==> config.mk <==
export PLATFORM = sky130hd
export DESIGN_NAME = river_game_ctrl
export DESIGN_NICKNAME = d
export VERILOG_FILES = /design/src/rtl/river_pkg.sv /design/src/rtl/river_game_ctrl_tick_gen.sv /design/src/rtl/river_game_ctrl.sv
export SDC_FILE = /design/constraint.sdc
export NUM_CORES = 1
export LEC_CHECK = 0
export ABC_AREA = 1
export CORE_MARGIN = 3
export CORE_UTILIZATION = 58
export DETAILED_ROUTE_END_ITERATION = 16
export GPL_TIMING_DRIVEN = 0
export PLACE_DENSITY = 0.8
export SYNTH_ARGS = -nofsm -noshare
export SYNTH_HDL_FRONTEND = slang
export SYNTH_SLANG_ARGS = --single-unit
==> constraint.sdc <==
create_clock -name clk -period 1.92 [get_ports clk]
set_input_delay 0.192 -clock clk [delete_from_list [all_inputs] [get_ports clk]]
set_output_delay 0.192 -clock clk [all_outputs]
set_load 0.05 [all_outputs]
==> src/rtl/river_pkg.sv <==
// Shared types and constants for the river-crossing game controller.
package river_pkg;

    // Game controller states.
    typedef enum logic [2:0] {
        S_IDLE  = 3'd0,
        S_MOVE  = 3'd1,
        S_CHECK = 3'd2,
        S_WIN   = 3'd3,
        S_LOSE  = 3'd4
    } state_t;

    // Column patterns for the two banks.
    localparam logic [7:0] BANK_L = 8'hC0;
    localparam logic [7:0] BANK_R = 8'h03;

    // Passenger encodings on the sel output.
    localparam logic [1:0] SEL_NONE  = 2'd0;
    localparam logic [1:0] SEL_CAT   = 2'd1;
    localparam logic [1:0] SEL_DOG   = 2'd2;
    localparam logic [1:0] SEL_MOUSE = 2'd3;

    // Number of animation steps in one crossing.
    localparam int STEPS_PER_CROSSING = 3;

    // One animation step: two columns toward the far bank.
    function automatic logic [7:0] step_pos(input logic [7:0] pos, input logic to_right);
        return to_right ? (pos >> 2) : (pos << 2);
    endfunction

endpackage

==> src/rtl/river_game_ctrl_tick_gen.sv <==
// Modulo-N counter producing a one-cycle tick on its last count.
// A synchronous clear holds the count at zero, so the first tick after
// the clear drops comes exactly N cycles later.
module tick_gen #(
    parameter int N = 4
) (
    input  logic clk_i,
    input  logic rst_n_i,
    input  logic clr_i,
    output logic tick_o
);

    localparam int          W    = (N > 1) ? $clog2(N) : 1;
    localparam logic [W-1:0] LAST = W'(N - 1);

    logic [W-1:0] count_q;
    logic [W-1:0] count_d;

    // Next count: wrap on the last value, hold at zero while cleared.
    always_comb begin
        count_d = count_q + 1'b1;
        if (clr_i || (count_q == LAST)) begin
            count_d = '0;
        end
    end

    // Counter register.
    always_ff @(posedge clk_i or negedge rst_n_i) begin
        if (!rst_n_i) begin
            count_q <= '0;
        end else begin
            count_q <= count_d;
        end
    end

    assign tick_o = !clr_i && (count_q == LAST);

endmodule

==> src/rtl/river_game_ctrl.sv <==
// Cat/dog/mouse river-crossing game controller. Tracks bank positions,
// animates boat crossings, checks the eating rules and detects a win.
// Produces column patterns and the row-scan counter for the dot matrix.
module river_game_ctrl
    import river_pkg::*;
#(
    parameter int SCAN_DIV = 1000,
    parameter int STEP_DIV = 25000000
) (
    input  logic       clk,
    input  logic       rst_n,
    input  logic       btn_cat,
    input  logic       btn_dog,
    input  logic       btn_mouse,
    input  logic       btn_go,
    output logic [2:0] cnt,
    output logic [7:0] cat,
    output logic [7:0] dog,
    output logic [7:0] mouse,
    output logic [7:0] farmer,
    output logic [1:0] sel,
    output logic       busy,
    output logic       win,
    output logic       lose,
    output state_t     dbg_state
);

    state_t     state_q;
    logic [7:0] cat_q, dog_q, mouse_q, farmer_q;
    logic [1:0] sel_q, sel_d;
    logic       busy_q, win_q, lose_q;
    logic       dir_right_q;
    logic [1:0] step_cnt_q;
    logic [2:0] cnt_q;

    logic       scan_tick;
    logic       step_tick;
    logic       step_clr;
    logic       cat_here, dog_here, mouse_here;
    logic [1:0] pick;
    logic [7:0] unattended;
    logic       lose_c, win_c;

    // Row-scan divider never pauses; the step divider only runs in MOVE.
    assign step_clr = (state_q != S_MOVE);

    tick_gen #(.N(SCAN_DIV)) u_scan_tick (
        .clk_i   (clk),
        .rst_n_i (rst_n),
        .clr_i   (1'b0),
        .tick_o  (scan_tick)
    );

    tick_gen #(.N(STEP_DIV)) u_step_tick (
        .clk_i   (clk),
        .rst_n_i (rst_n),
        .clr_i   (step_clr),
        .tick_o  (step_tick)
    );

    // An animal is selectable only when it shares the farmer's bank.
    assign cat_here   = (cat_q   == farmer_q);
    assign dog_here   = (dog_q   == farmer_q);
    assign mouse_here = (mouse_q == farmer_q);

    // Passenger selection: highest-priority valid press toggles sel.
    always_comb begin
        pick  = SEL_NONE;
        sel_d = sel_q;
        if (btn_cat && cat_here) begin
            pick = SEL_CAT;
        end else if (btn_dog && dog_here) begin
            pick = SEL_DOG;
        end else if (btn_mouse && mouse_here) begin
            pick = SEL_MOUSE;
        end
        if (pick != SEL_NONE) begin
            sel_d = (sel_q == pick) ? SEL_NONE : pick;
        end
    end

    // Rule evaluation on the bank the farmer has just left.
    always_comb begin
        unattended = (farmer_q == BANK_R) ? BANK_L : BANK_R;
        lose_c = ((dog_q == unattended) && (cat_q == unattended)) ||
                 ((cat_q == unattended) && (mouse_q == unattended));
        win_c  = (cat_q == BANK_R) && (dog_q == BANK_R) &&
                 (mouse_q == BANK_R) && (farmer_q == BANK_R);
    end

    // Row-scan counter, advanced by the scan tick and wrapping 7 to 0.
    always_ff @(posedge clk or negedge rst_n) begin
        if (!rst_n) begin
            cnt_q <= 3'd0;
        end else if (scan_tick) begin
            cnt_q <= cnt_q + 3'd1;
        end
    end

    // Game FSM with all game outputs registered.
    always_ff @(posedge clk or negedge rst_n) begin
        if (!rst_n) begin
            state_q     <= S_IDLE;
            cat_q       <= BANK_L;
            dog_q       <= BANK_L;
            mouse_q     <= BANK_L;
            farmer_q    <= BANK_L;
            sel_q       <= SEL_NONE;
            busy_q      <= 1'b0;
            win_q       <= 1'b0;
            lose_q      <= 1'b0;
            dir_right_q <= 1'b1;
            step_cnt_q  <= 2'd0;
        end else begin
            case (state_q)
                S_IDLE: begin
                    if (btn_go) begin
                        // Go takes precedence; any same-cycle selection is dropped.
                        state_q     <= S_MOVE;
                        busy_q      <= 1'b1;
                        dir_right_q <= (farmer_q == BANK_L);
                        step_cnt_q  <= 2'd0;
                    end else begin
                        sel_q <= sel_d;
                    end
                end

                S_MOVE: begin
                    if (step_tick) begin
                        farmer_q <= step_pos(farmer_q, dir_right_q);
                        case (sel_q)
                            SEL_CAT:   cat_q   <= step_pos(cat_q, dir_right_q);
                            SEL_DOG:   dog_q   <= step_pos(dog_q, dir_right_q);
                            SEL_MOUSE: mouse_q <= step_pos(mouse_q, dir_right_q);
                            default:   ;
                        endcase
                        if (step_cnt_q == 2'(STEPS_PER_CROSSING - 1)) begin
                            // Boat has landed; busy drops as MOVE is left.
                            state_q    <= S_CHECK;
                            busy_q     <= 1'b0;
                            step_cnt_q <= 2'd0;
                        end else begin
                            step_cnt_q <= step_cnt_q + 2'd1;
                        end
                    end
                end

                S_CHECK: begin
                    sel_q  <= SEL_NONE;
                    busy_q <= 1'b0;
                    // Losing takes precedence over winning.
                    if (lose_c) begin
                        state_q <= S_LOSE;
                        lose_q  <= 1'b1;
                    end else if (win_c) begin
                        state_q <= S_WIN;
                        win_q   <= 1'b1;
                    end else begin
                        state_q <= S_IDLE;
                    end
                end

                S_WIN, S_LOSE: begin
                    if (btn_go) begin
                        state_q  <= S_IDLE;
                        cat_q    <= BANK_L;
                        dog_q    <= BANK_L;
                        mouse_q  <= BANK_L;
                        farmer_q <= BANK_L;
                        sel_q    <= SEL_NONE;
                        busy_q   <= 1'b0;
                        win_q    <= 1'b0;
                        lose_q   <= 1'b0;
                    end
                end

                default: begin
                    state_q <= S_IDLE;
                end
            endcase
        end
    end

    assign cnt       = cnt_q;
    assign cat       = cat_q;
    assign dog       = dog_q;
    assign mouse     = mouse_q;
    assign farmer    = farmer_q;
    assign sel       = sel_q;
    assign busy      = busy_q;
    assign win       = win_q;
    assign lose      = lose_q;
    assign dbg_state = state_q;

endmodule

==> run_results.csv, run 1 <==
group,metric,value,unit
outcome,status,"finished with violations",
outcome,violations,"negative setup slack",
floorplanning,fp-row-count,32,
cts,path_clk_slew,0.09,ns
route,drt_iter0_drc,567,
critical_path,r2r_cells,5,
route,vias,5179,
cts,clock-sinks,81,
synth,synth_nets,693,
critical_path,cp_max_fo,10,
global_routing,grt_pass1_vias,4865,
critical_path,endpoint_kind,"flip-flop",
route,ant_nets,0,
global_routing,grt_busiest_layer,"met2",
synth,synthTopCellsByCount,"nand2_1, inv_1, nor2_1",
synth,ys_types,40,
timing,maxSlewViolCount,0,
synth,synth_compound_area_share,13.4,%
min_path,hold_path_class,"in2async",
synth,synth_edf_count,0,
power_and_ir_drop,peakVddDrop,762,uV
global_routing,grtUsageTotal,30.2,%
placed_design,dp_hpwl,9870,um
global_routing,antenna_found_initial,0,
flow_run,drv_cap,0,
power_and_ir_drop,p_switching,3060,uW
cts,h-tree-depth,3,
cts,clockRootBuffer,"clkbuf_8",
critical_path,r2r-start,"dir_right_q",
route,wire_per_inst,16.9,um
synth,synth-main-ff-cell,"dfrtp_1",
timing,finalHoldViolCount,0,
timing,setup_ws,-0.0328,ns
route,finalWirelength,15000,um
timing,final-setup-viol-count,13,
timing,fin_crit_sh,102,%
critical_path,crit_start,"dir_right_q",
power_and_ir_drop,combPwrFrac,49.7,%
critical_path,path_class,"reg2reg",
synth,yosys.area_share.adder,0.763,%
critical_path,crit_path_start_kind,"flip-flop",
timing,rsz0062_at_grt,"yes",
global_routing,grt_overflow,0,
floorplanning,io_pins,49,
floorplanning,start_util,61.7,%
global_routing,grt_max_degree,46,
cts,ctsLongestPathBuffers,2,
synth,synth-simple-area-share,35.0,%
timing,relSlewSlack,57.8,%
synth,ys_ff_latch,81,
placed_design,place_congestion,0.968,
timing,fin_setup_tns,-0.206,ns
global_routing,met2_usage,47.2,%
floorplanning,fp.dieW,98.1,um
synth,synth.area.mux_share,0,%
power_and_ir_drop,power_leakage,0.00318,uW
timing,whs,0.336,ns
floorplanning,dieArea,0.00962,mm^2
global_routing,grt_pass1_wl,23600,um
power_and_ir_drop,swShare,44.6,%
synth,syn_avg_cell_area,7.19,um^2
final_layout,areaGrowthSynthToFinish,31.6,%
placed_design,place_inst,835,
synth,post-synth-top-area-cell,"dfrtp_1",
critical_path,rrSetupSlack,-0.03,ns
critical_path,cp.arrival,2.24,ns
synth,netlist_area,0.00492,mm^2
synth,yosys-top-cells-area,"dfrtp_1, nand2_1, inv_1",
timing,max_freq,512,MHz
placed_design,io_buffers,48,
timing,finClkSkew,0.00806,ns
global_routing,met1_usage,42.0,%
final_layout,n_antenna_cell,0,
final_layout,finalNonFillerCells,885,
critical_path,crit_path_end,"dog[6]",
synth,synth_cells,684,
power_and_ir_drop,pwr-share-seq,31.1,%
critical_path,r2r_end,"dog[6]",
power_and_ir_drop,p_int,3810,uW
floorplanning,core_area,0.00797,mm^2
route,drc,0,
synth,synth_warnings,0,
route,firstDrtPassIters,5,
power_and_ir_drop,power,6880,uW
cts,numCtsBuffers,9,
synth,synth-xor-area-share,1.60,%
power_and_ir_drop,pwr-share-clk,19.1,%
cts,insertion_delay,0.36,ns
synth,synth.most_common_cell,"nand2_1",
global_routing,met3_usage,5.50,%
final_layout,nNetsFinal,787,
final_layout,drive_gt1_share,23.1,%
route,vias_per_cell,5.85,
synth,async_flop_share,100,%
timing,min_period,1.95,ns
critical_path,required,2.21,ns
cts,tritoncts,"done",
power_and_ir_drop,power.density,1060,mW/mm^2
synth,synth_top_family_by_area,"simple AND/OR/NAND/NOR gates",
floorplanning,die_height,98.1,um
timing,tightest_slew,0.627,ns
synth,synth_seq_area_share,41.4,%
synth,synth_top_area_share,36.6,%
-- flip-flops by register name (all words and copies together) (netlist names), 3 cells and up --
name and cells:
cat 8, u_step_tick.count_q 25, cnt 3, dog 8, farmer 8, mouse 8, dbg_state 3, u_scan_tick.count_q 10
-- layer usage --
metal / up-vias / part of all wire [%] / wire length (um)
met1: 2443 / 40 / 6060
met2: 281 / 48 / 7240
met4: 0 / 2.3 / 342
met5: - / 0 / 0
met3: 42 / 8.9 / 1330
li1: 2413 / - / -
-- metrics by stage --
step	utilization (%)	cell area [um^2]	worst slack [ns]
5_1_grt	81.3	6470	-0.178
6_report	81.3	6470	-0.0328
2_1_floorplan	-	4920	0.0141
3_5_place_dp	69.7	5550	-0.236
4_1_cts	75.6	6020	-0.0982
3_3_place_gp	69.4	5530	-2.49
-- timing repair --
| action | in CTS | in global routing |
|---|---|---|
| pin swaps | 7 | 20 |
| buffers inserted | 12 | 16 |
| endpoints found under the setup margin | 65 | 74 |
| resized for setup | 59 | 95 |
| gates cloned | 3 | 2 |
| hold endpoints to repair | 33 | 0 |
| hold buffers | 1 | 0 |
-- worst min path at each step --
stage          depth (start not counted)                    from  slack (ns)                       to
2_1_floorplan                          0                   rst_n       -0.10                     busy
3_3_place_gp                           1  u_step_tick.count_q[0]        0.45   u_step_tick.count_q[0]
3_5_place_dp                           1                   rst_n        0.19  u_step_tick.count_q[12]
4_1_cts                                2                   rst_n        0.35  u_step_tick.count_q[11]
5_1_grt                                2                   rst_n        0.37  u_step_tick.count_q[12]
6_report                               2                   rst_n        0.34  u_step_tick.count_q[11]
-- kinds of logic after synthesis --
family | after synthesis
and+or+nand+nor | 379
AOI/OAI and AO/OA | 114
buffers and inverters | 98
DFF | 81
xor gates and xnor gates | 9
adders and majority gates | 3
-- cell usage in the layout, fill, tap and decap left out, types with 5 or more instances in the layout --
cell type,instances
buf_4,25
nand2_4,9
nor3_2,5
clkdlybuf4s50_1,23
inv_1,73
nand3_2,10
o21ai_1,13
clkbuf_8,9
nor2_4,6
nand2_2,17
dfstp_2,9
nor2_1,69
dlymetal6s2s_1,13
xor2_1,6
or2_2,12
clkbuf_1,5
o21ai_2,21
inv_2,8
nand2_1,161
buf_6,11
dfrtp_1,68
nor3_1,18
dlygate4sd2_1,11
o21ai_0,29
a21oi_1,39
nand3_1,34
nand4_1,16
-- final cells by class --
cell class / count / area (um^2)
flip-flops and latches: 81 / 2040
multi-input cells: 505 / 2800
clock buffers: 10 / 128
fillers: 514 / 1490
repair buffers: 83 / 850
well taps: 102 / 128
plain buffers: 15 / 129
clock inverters: 6 / 73.8
inverters: 83 / 319
-- power groups by stage --
stage / sequential (uW) / clock (uW) / combinational, uW
2_1_floorplan: 2530 / 0 / 1370
3_3_place_gp: 2160 / 0 / 2420
3_5_place_dp: 2160 / 0 / 2490
4_1_cts: 2130 / 1330 / 2870
5_1_grt: 2170 / 1420 / 3680
6_report: 2140 / 1320 / 3420
-- worst max-delay path, cell delays in order, from the launching register on --
cell and delay [ns]:
dfstp_2 0.52, clkbuf_1 0.26, clkbuf_1 0.37, inv_1 0.29, a21oi_1 0.36, o21ai_4 0.09
(Power assumes the default switching activity.)
==> inputs of run 2 (changes only) <==
- CORE_ASPECT_RATIO: unset -> 1.25
==> run 2 against run 1 <==
Against the previous run: the run still ends with negative setup slack left; utilization increased by 1.1 points; sequential power about the same; maximum frequency increased by 0.55%; via count increased by 0.27%; setup slack improved by 0.011 ns; register-to-register slack about the same; largest cell class unchanged.
==> run_results.csv, run 2 (same netlist as run 1, synthesis figures left out) <==
group,metric,value,unit
final_layout,n_antenna_cell,0,
timing,fin_crit_sh,101,%
final_layout,drive_gt1_share,24.8,%
timing,finClkSkew,0.00694,ns
critical_path,r2r-start,"u_step_tick.count_q[8]",
route,ant_nets,0,
route,finalWirelength,15600,um
final_layout,largest_reg_flops,25,
floorplanning,fp-row-count,36,
global_routing,grt_overflow,0,
cts,numCtsBuffers,9,
cts,path_clk_slew,0.08,ns
outcome,violations,"negative setup slack",
critical_path,endpoint_kind,"flip-flop",
power_and_ir_drop,peakVddDrop,862,uV
timing,fin_setup_tns,-0.0337,ns
route,wire_per_inst,17.8,um
final_layout,areaGrowthSynthToFinish,34.2,%
cts,h-tree-depth,3,
final_layout,top_register,"u_step_tick.count_q",
final_layout,mostFrequentLayoutCells,"nand2_1, inv_1, dfrtp_1",
timing,max_freq,515,MHz
timing,tightest_slew,0.598,ns
floorplanning,die_height,109,um
power_and_ir_drop,power,7370,uW
critical_path,crit_path_start_kind,"flip-flop",
cts,ctsLongestPathBuffers,2,
critical_path,cp.arrival,2.19,ns
global_routing,grt_pass1_vias,5120,
timing,setup_ws,-0.0221,ns
cts,tritoncts,"done",
flow_run,drv_cap,0,
min_path,hold_path_class,"in2async",
timing,finalHoldViolCount,0,
critical_path,rrSetupSlack,-0.02,ns
global_routing,grt_max_degree,49,
cts,clockRootBuffer,"clkbuf_8",
route,drc,0,
power_and_ir_drop,power.density,1120,mW/mm^2
critical_path,path_class,"reg2reg",
timing,relSlewSlack,59.7,%
critical_path,cp_max_fo,6,
cts,clock-sinks,81,
timing,min_period,1.94,ns
power_and_ir_drop,power_leakage,0.00328,uW
final_layout,reg.largest.list,"u_step_tick.count_q (25), u_scan_tick.count_q (10)",
timing,final-setup-viol-count,4,
floorplanning,start_util,61.3,%
placed_design,place_congestion,1.00,
timing,rsz0062_at_grt,"yes",
cts,insertion_delay,0.37,ns
floorplanning,dieArea,0.00963,mm^2
placed_design,dp_hpwl,9950,um
placed_design,io_buffers,48,
global_routing,grt_pass1_wl,23900,um
global_routing,grtUsageTotal,32.2,%
route,firstDrtPassIters,5,
critical_path,required,2.17,ns
floorplanning,core_area,0.00802,mm^2
global_routing,antenna_found_initial,0,
floorplanning,fp.dieW,88.4,um
timing,maxSlewViolCount,0,
floorplanning,io_pins,49,
final_layout,nNetsFinal,787,
route,vias,5193,
critical_path,crit_start,"u_step_tick.count_q[8]",
route,vias_per_cell,5.91,
outcome,status,"finished with violations",
final_layout,mostFrequentLayoutCell,"nand2_1",
route,drt_iter0_drc,372,
==> run 2: cell count changes in the layout (fill, tap and decap cells not counted), moves of 4 or more <==
cell,delta
clkbuf_2,+4
buf_6,+4
buf_4,-7
o21ai_1,-4
o21ai_0,-10
o21ai_2,+15
==> run 2: metal layers <==
metal	share of wire (%)	global-route usage (%)	vias up
li1	-	-	2423
met1	37	37.0	2435
met2	51	55.8	259
met3	7.8	6.20	76
met4	4.5	16.7	0
met5	0	0	-
==> run 2: metrics by stage <==
stage	cells	instance area (um^2)	setup WS, ns	hold slack (ns)	utilization, %
after global routing	878	6600	-0.184	0.347	82.4
final	878	6600	-0.0221	0.315	82.4
after detailed placement	828	5550	-0.217	0.175	69.2
after CTS	868	6200	-0.0678	0.321	77.3
after global placement	827	5520	-2.40	0.451	68.9
after floorplan	684	4920	0.0141	-0.104	-
==> run 2: layout make-up <==
cell class              count  area [um^2]
clock buffers              10          138
well taps                  95          119
clock inverters             6          113
fillers                   512         1420
multi-input cells         505         2840
plain buffers              15          141
flip-flops and latches     81         2040
repair buffers             83          887
inverters                  83          324
==> run 2: worst paths after layout <==
| check | cells past startpoint | endpoint |
|---|---|---|
| worst max-delay path | 10 | u_step_tick.count_q[23] |
| worst min-delay path | 2 | u_scan_tick.count_q[0] |
| worst max register to register | 10 | u_step_tick.count_q[23] |
| worst min register to register | 2 | busy |
| max in group asynchronous | 3 | dog[7] |
| min in group clk | 2 | busy |
==> run 2: critical path, stage by stage, from the launching register on <==
cell and delay [ns]:
dfrtp_1 0.49, nor2_1 0.15, nand3_1 0.16, nor3_4 0.20, nand2_1 0.09, nand2_2 0.11, buf_6 0.12, clkinvlp_4 0.17
buf_8 0.19, nand2_1 0.09, nor2_1 0.06
==> run 2: report_power, final <==
group | internal, uW | switching [uW] | total [uW] | leakage (uW)
combinational | 1410 | 2240 | 3660 | 0.00207
sequential | 1910 | 234 | 2150 | 0.00107
clock | 907 | 664 | 1570 | 0.000127
total | 4230 | 3140 | 7370 | 0.00328
==> run 2: timing repair <==
action,4_1_cts,5_1_grt
hold endpoints to repair,30,0
pin swaps,7,14
setup buffers,18,11
hold buffers,1,0
endpoints found under the setup margin,67,80
resized for setup,78,105
gates cloned,5,0
==> inputs of run 3 (changes only) <==
- GPL_ROUTABILITY_DRIVEN: unset -> 0
==> run 3 against run 2 <==
Against the previous run: the run now ends clean; maximum frequency is 2.3% higher; count of clock-buffer cells in the layout is 1 higher; flip-flop and latch count stayed put; routed wire length is 10% lower; sequential share of layout area is 2.1 points higher; highest routed layer unchanged; register-to-register slack better by 0.04 ns; largest cell class unchanged; final area is 6.1% lower.
==> run_results.csv, run 3 (same netlist as run 1, synthesis figures left out) <==
group,metric,value,unit
outcome,status,"complete, no violations",
timing,finClkSkew,0.00679,ns
critical_path,cp.arrival,2.18,ns
critical_path,crit_path_start_kind,"flip-flop",
route,vias,5117,
cts,clock-sinks,81,
route,drt_iter0_drc,387,
global_routing,grt_pass1_wl,22500,um
floorplanning,fp.dieW,88.4,um
global_routing,grt_overflow,0,
timing,setup_ws,0.0215,ns
floorplanning,io_pins,49,
final_layout,largest_reg_flops,25,
critical_path,worstPathCellList,"ha_4, nand2_4, nor2_4, nand3_1, nor3_2, nand3_1, nor2_2, nand3_1, a21oi_1",
timing,fin_setup_tns,0,ns
cts,numCtsBuffers,9,
floorplanning,fp-row-count,36,
critical_path,path_class,"reg2reg",
cts,ctsLongestPathBuffers,2,
route,vias_per_cell,5.92,
final_layout,nFillCells,592,
cts,clockRootBuffer,"clkbuf_8",
timing,tightest_slew,0.585,ns
floorplanning,start_util,61.3,%
timing,min_period,1.90,ns
floorplanning,dieArea,0.00963,mm^2
final_layout,multi_input_area,0.00264,mm^2
final_layout,finalNonFillerCells,865,
placed_design,place_inst,828,
critical_path,cp_max_fo,4,
placed_design,dp_slack,-0.215,ns
critical_path,crit_top_cell,"nand3_1",
timing,rsz0062_at_grt,"yes",
route,ant_nets,0,
final_layout,nNetsFinal,774,
global_routing,grt_max_degree,57,
timing,final-setup-viol-count,0,
cts,h-tree-depth,3,
floorplanning,die_height,109,um
timing,fin_crit_sh,98.9,%
critical_path,cp_num_buf_inv,0,
route,finalWirelength,14000,um
placed_design,dp_hpwl,9510,um
placed_design,io_buffers,48,
final_layout,drive_gt1_share,20.1,%
cts,tritoncts,"done",
route,drc,0,
critical_path,critPathSlowestCell,"dfrtp_1",
critical_path,path_delay_family,"simple AND/OR/NAND/NOR gates",
power_and_ir_drop,power_leakage,0.00297,uW
global_routing,grt_pass1_vias,4804,
timing,finalHoldViolCount,0,
global_routing,antenna_found_initial,0,
route,wire_per_inst,16.2,um
power_and_ir_drop,power.density,1050,mW/mm^2
critical_path,required,2.21,ns
final_layout,mostFrequentLayoutCell,"nand2_1",
timing,max_freq,527,MHz
cts,insertion_delay,0.36,ns
final_layout,n_antenna_cell,0,
min_path,hold_path_class,"in2async",
power_and_ir_drop,peakVddDrop,766,uV
final_layout,regArea,0.00205,mm^2
final_layout,areaGrowthSynthToFinish,26.1,%
final_layout,reg.largest.list,"u_step_tick.count_q (25), u_scan_tick.count_q (10)",
cts,path_clk_slew,0.08,ns
final_layout,mostFrequentLayoutCells,"nand2_1, inv_1, nor2_1",
floorplanning,core_area,0.00802,mm^2
timing,maxSlewViolCount,0,
final_layout,top_register,"u_step_tick.count_q",
global_routing,grtUsageTotal,30.1,%
route,firstDrtPassIters,6,
flow_run,drv_cap,0,
critical_path,endpoint_kind,"flip-flop",
timing,relSlewSlack,60.7,%
power_and_ir_drop,power,6530,uW
critical_path,max_stage_delay,0.43,ns
## run 3: cell types whose count changed in the layout (fill, tap and decap cells not counted), sizes merged
cell	before	now
bufinv	3	2
clkinv	1	3
clkinvlp	2	3
buf	41	28
clkdlybuf4s50	20	26
dlymetal6s2s	14	8
inv	83	81
## run 3: stage by stage
step | hold WS [ns] | area [um^2] | utilization (%)
after floorplan | -0.104 | 4920 | -
after global placement | 0.446 | 5520 | 68.9
after detailed placement | 0.128 | 5550 | 69.2
after CTS | 0.281 | 5910 | 73.7
after global routing | 0.310 | 6200 | 77.3
final | 0.293 | 6200 | 77.3
## run 3: area by class of cell
cell class	count	share of cell area, %
multi-input cells	505	42.6
flip-flops and latches	81	33.0
repair buffers	72	12.0
inverters	83	5.15
clock buffers	11	2.28
well taps	95	1.92
plain buffers	12	1.63
clock inverters	5	1.27
repair inverters	1	0.121
## run 3: timing repair
item	in CTS	in global routing
setup endpoints to repair	69	75
pin swaps	3	9
hold buffers	1	0
gates cloned	2	1
gates resized for setup	44	62
endpoints found under the hold margin	21	0
setup buffers	6	14
## run 3: worst paths after layout
kind | from | endpoint | slack, ns | cells after the start
max in group asynchronous | rst_n | mouse[6] | 0.99 | 3
hold / removal | rst_n | u_scan_tick.count_q[9] | 0.29 | 2
setup reg to reg | u_step_tick.count_q[1] | u_step_tick.count_q[24] | 0.02 | 9
setup / recovery | u_step_tick.count_q[1] | u_step_tick.count_q[24] | 0.02 | 9
hold reg to reg | cnt[2] | cnt[2] | 0.48 | 1
min in group clk | cnt[2] | cnt[2] | 0.48 | 1
## run 3: per-layer routing
layer	vias to the layer above	global-route usage, %	wire length [um]
met5	-	0	0
met4	0	15.3	633
met3	71	5.14	1050
met2	262	50.1	7020
met1	2388	37.2	5330
li1	2396	-	-
## run 3: report_power, final
part,leakage (uW),switching (uW),internal [uW]
registers,0.00106,234,1910
clock network,0.000113,630,766
logic,0.00179,1930,1050
total,0.00297,2800,3730
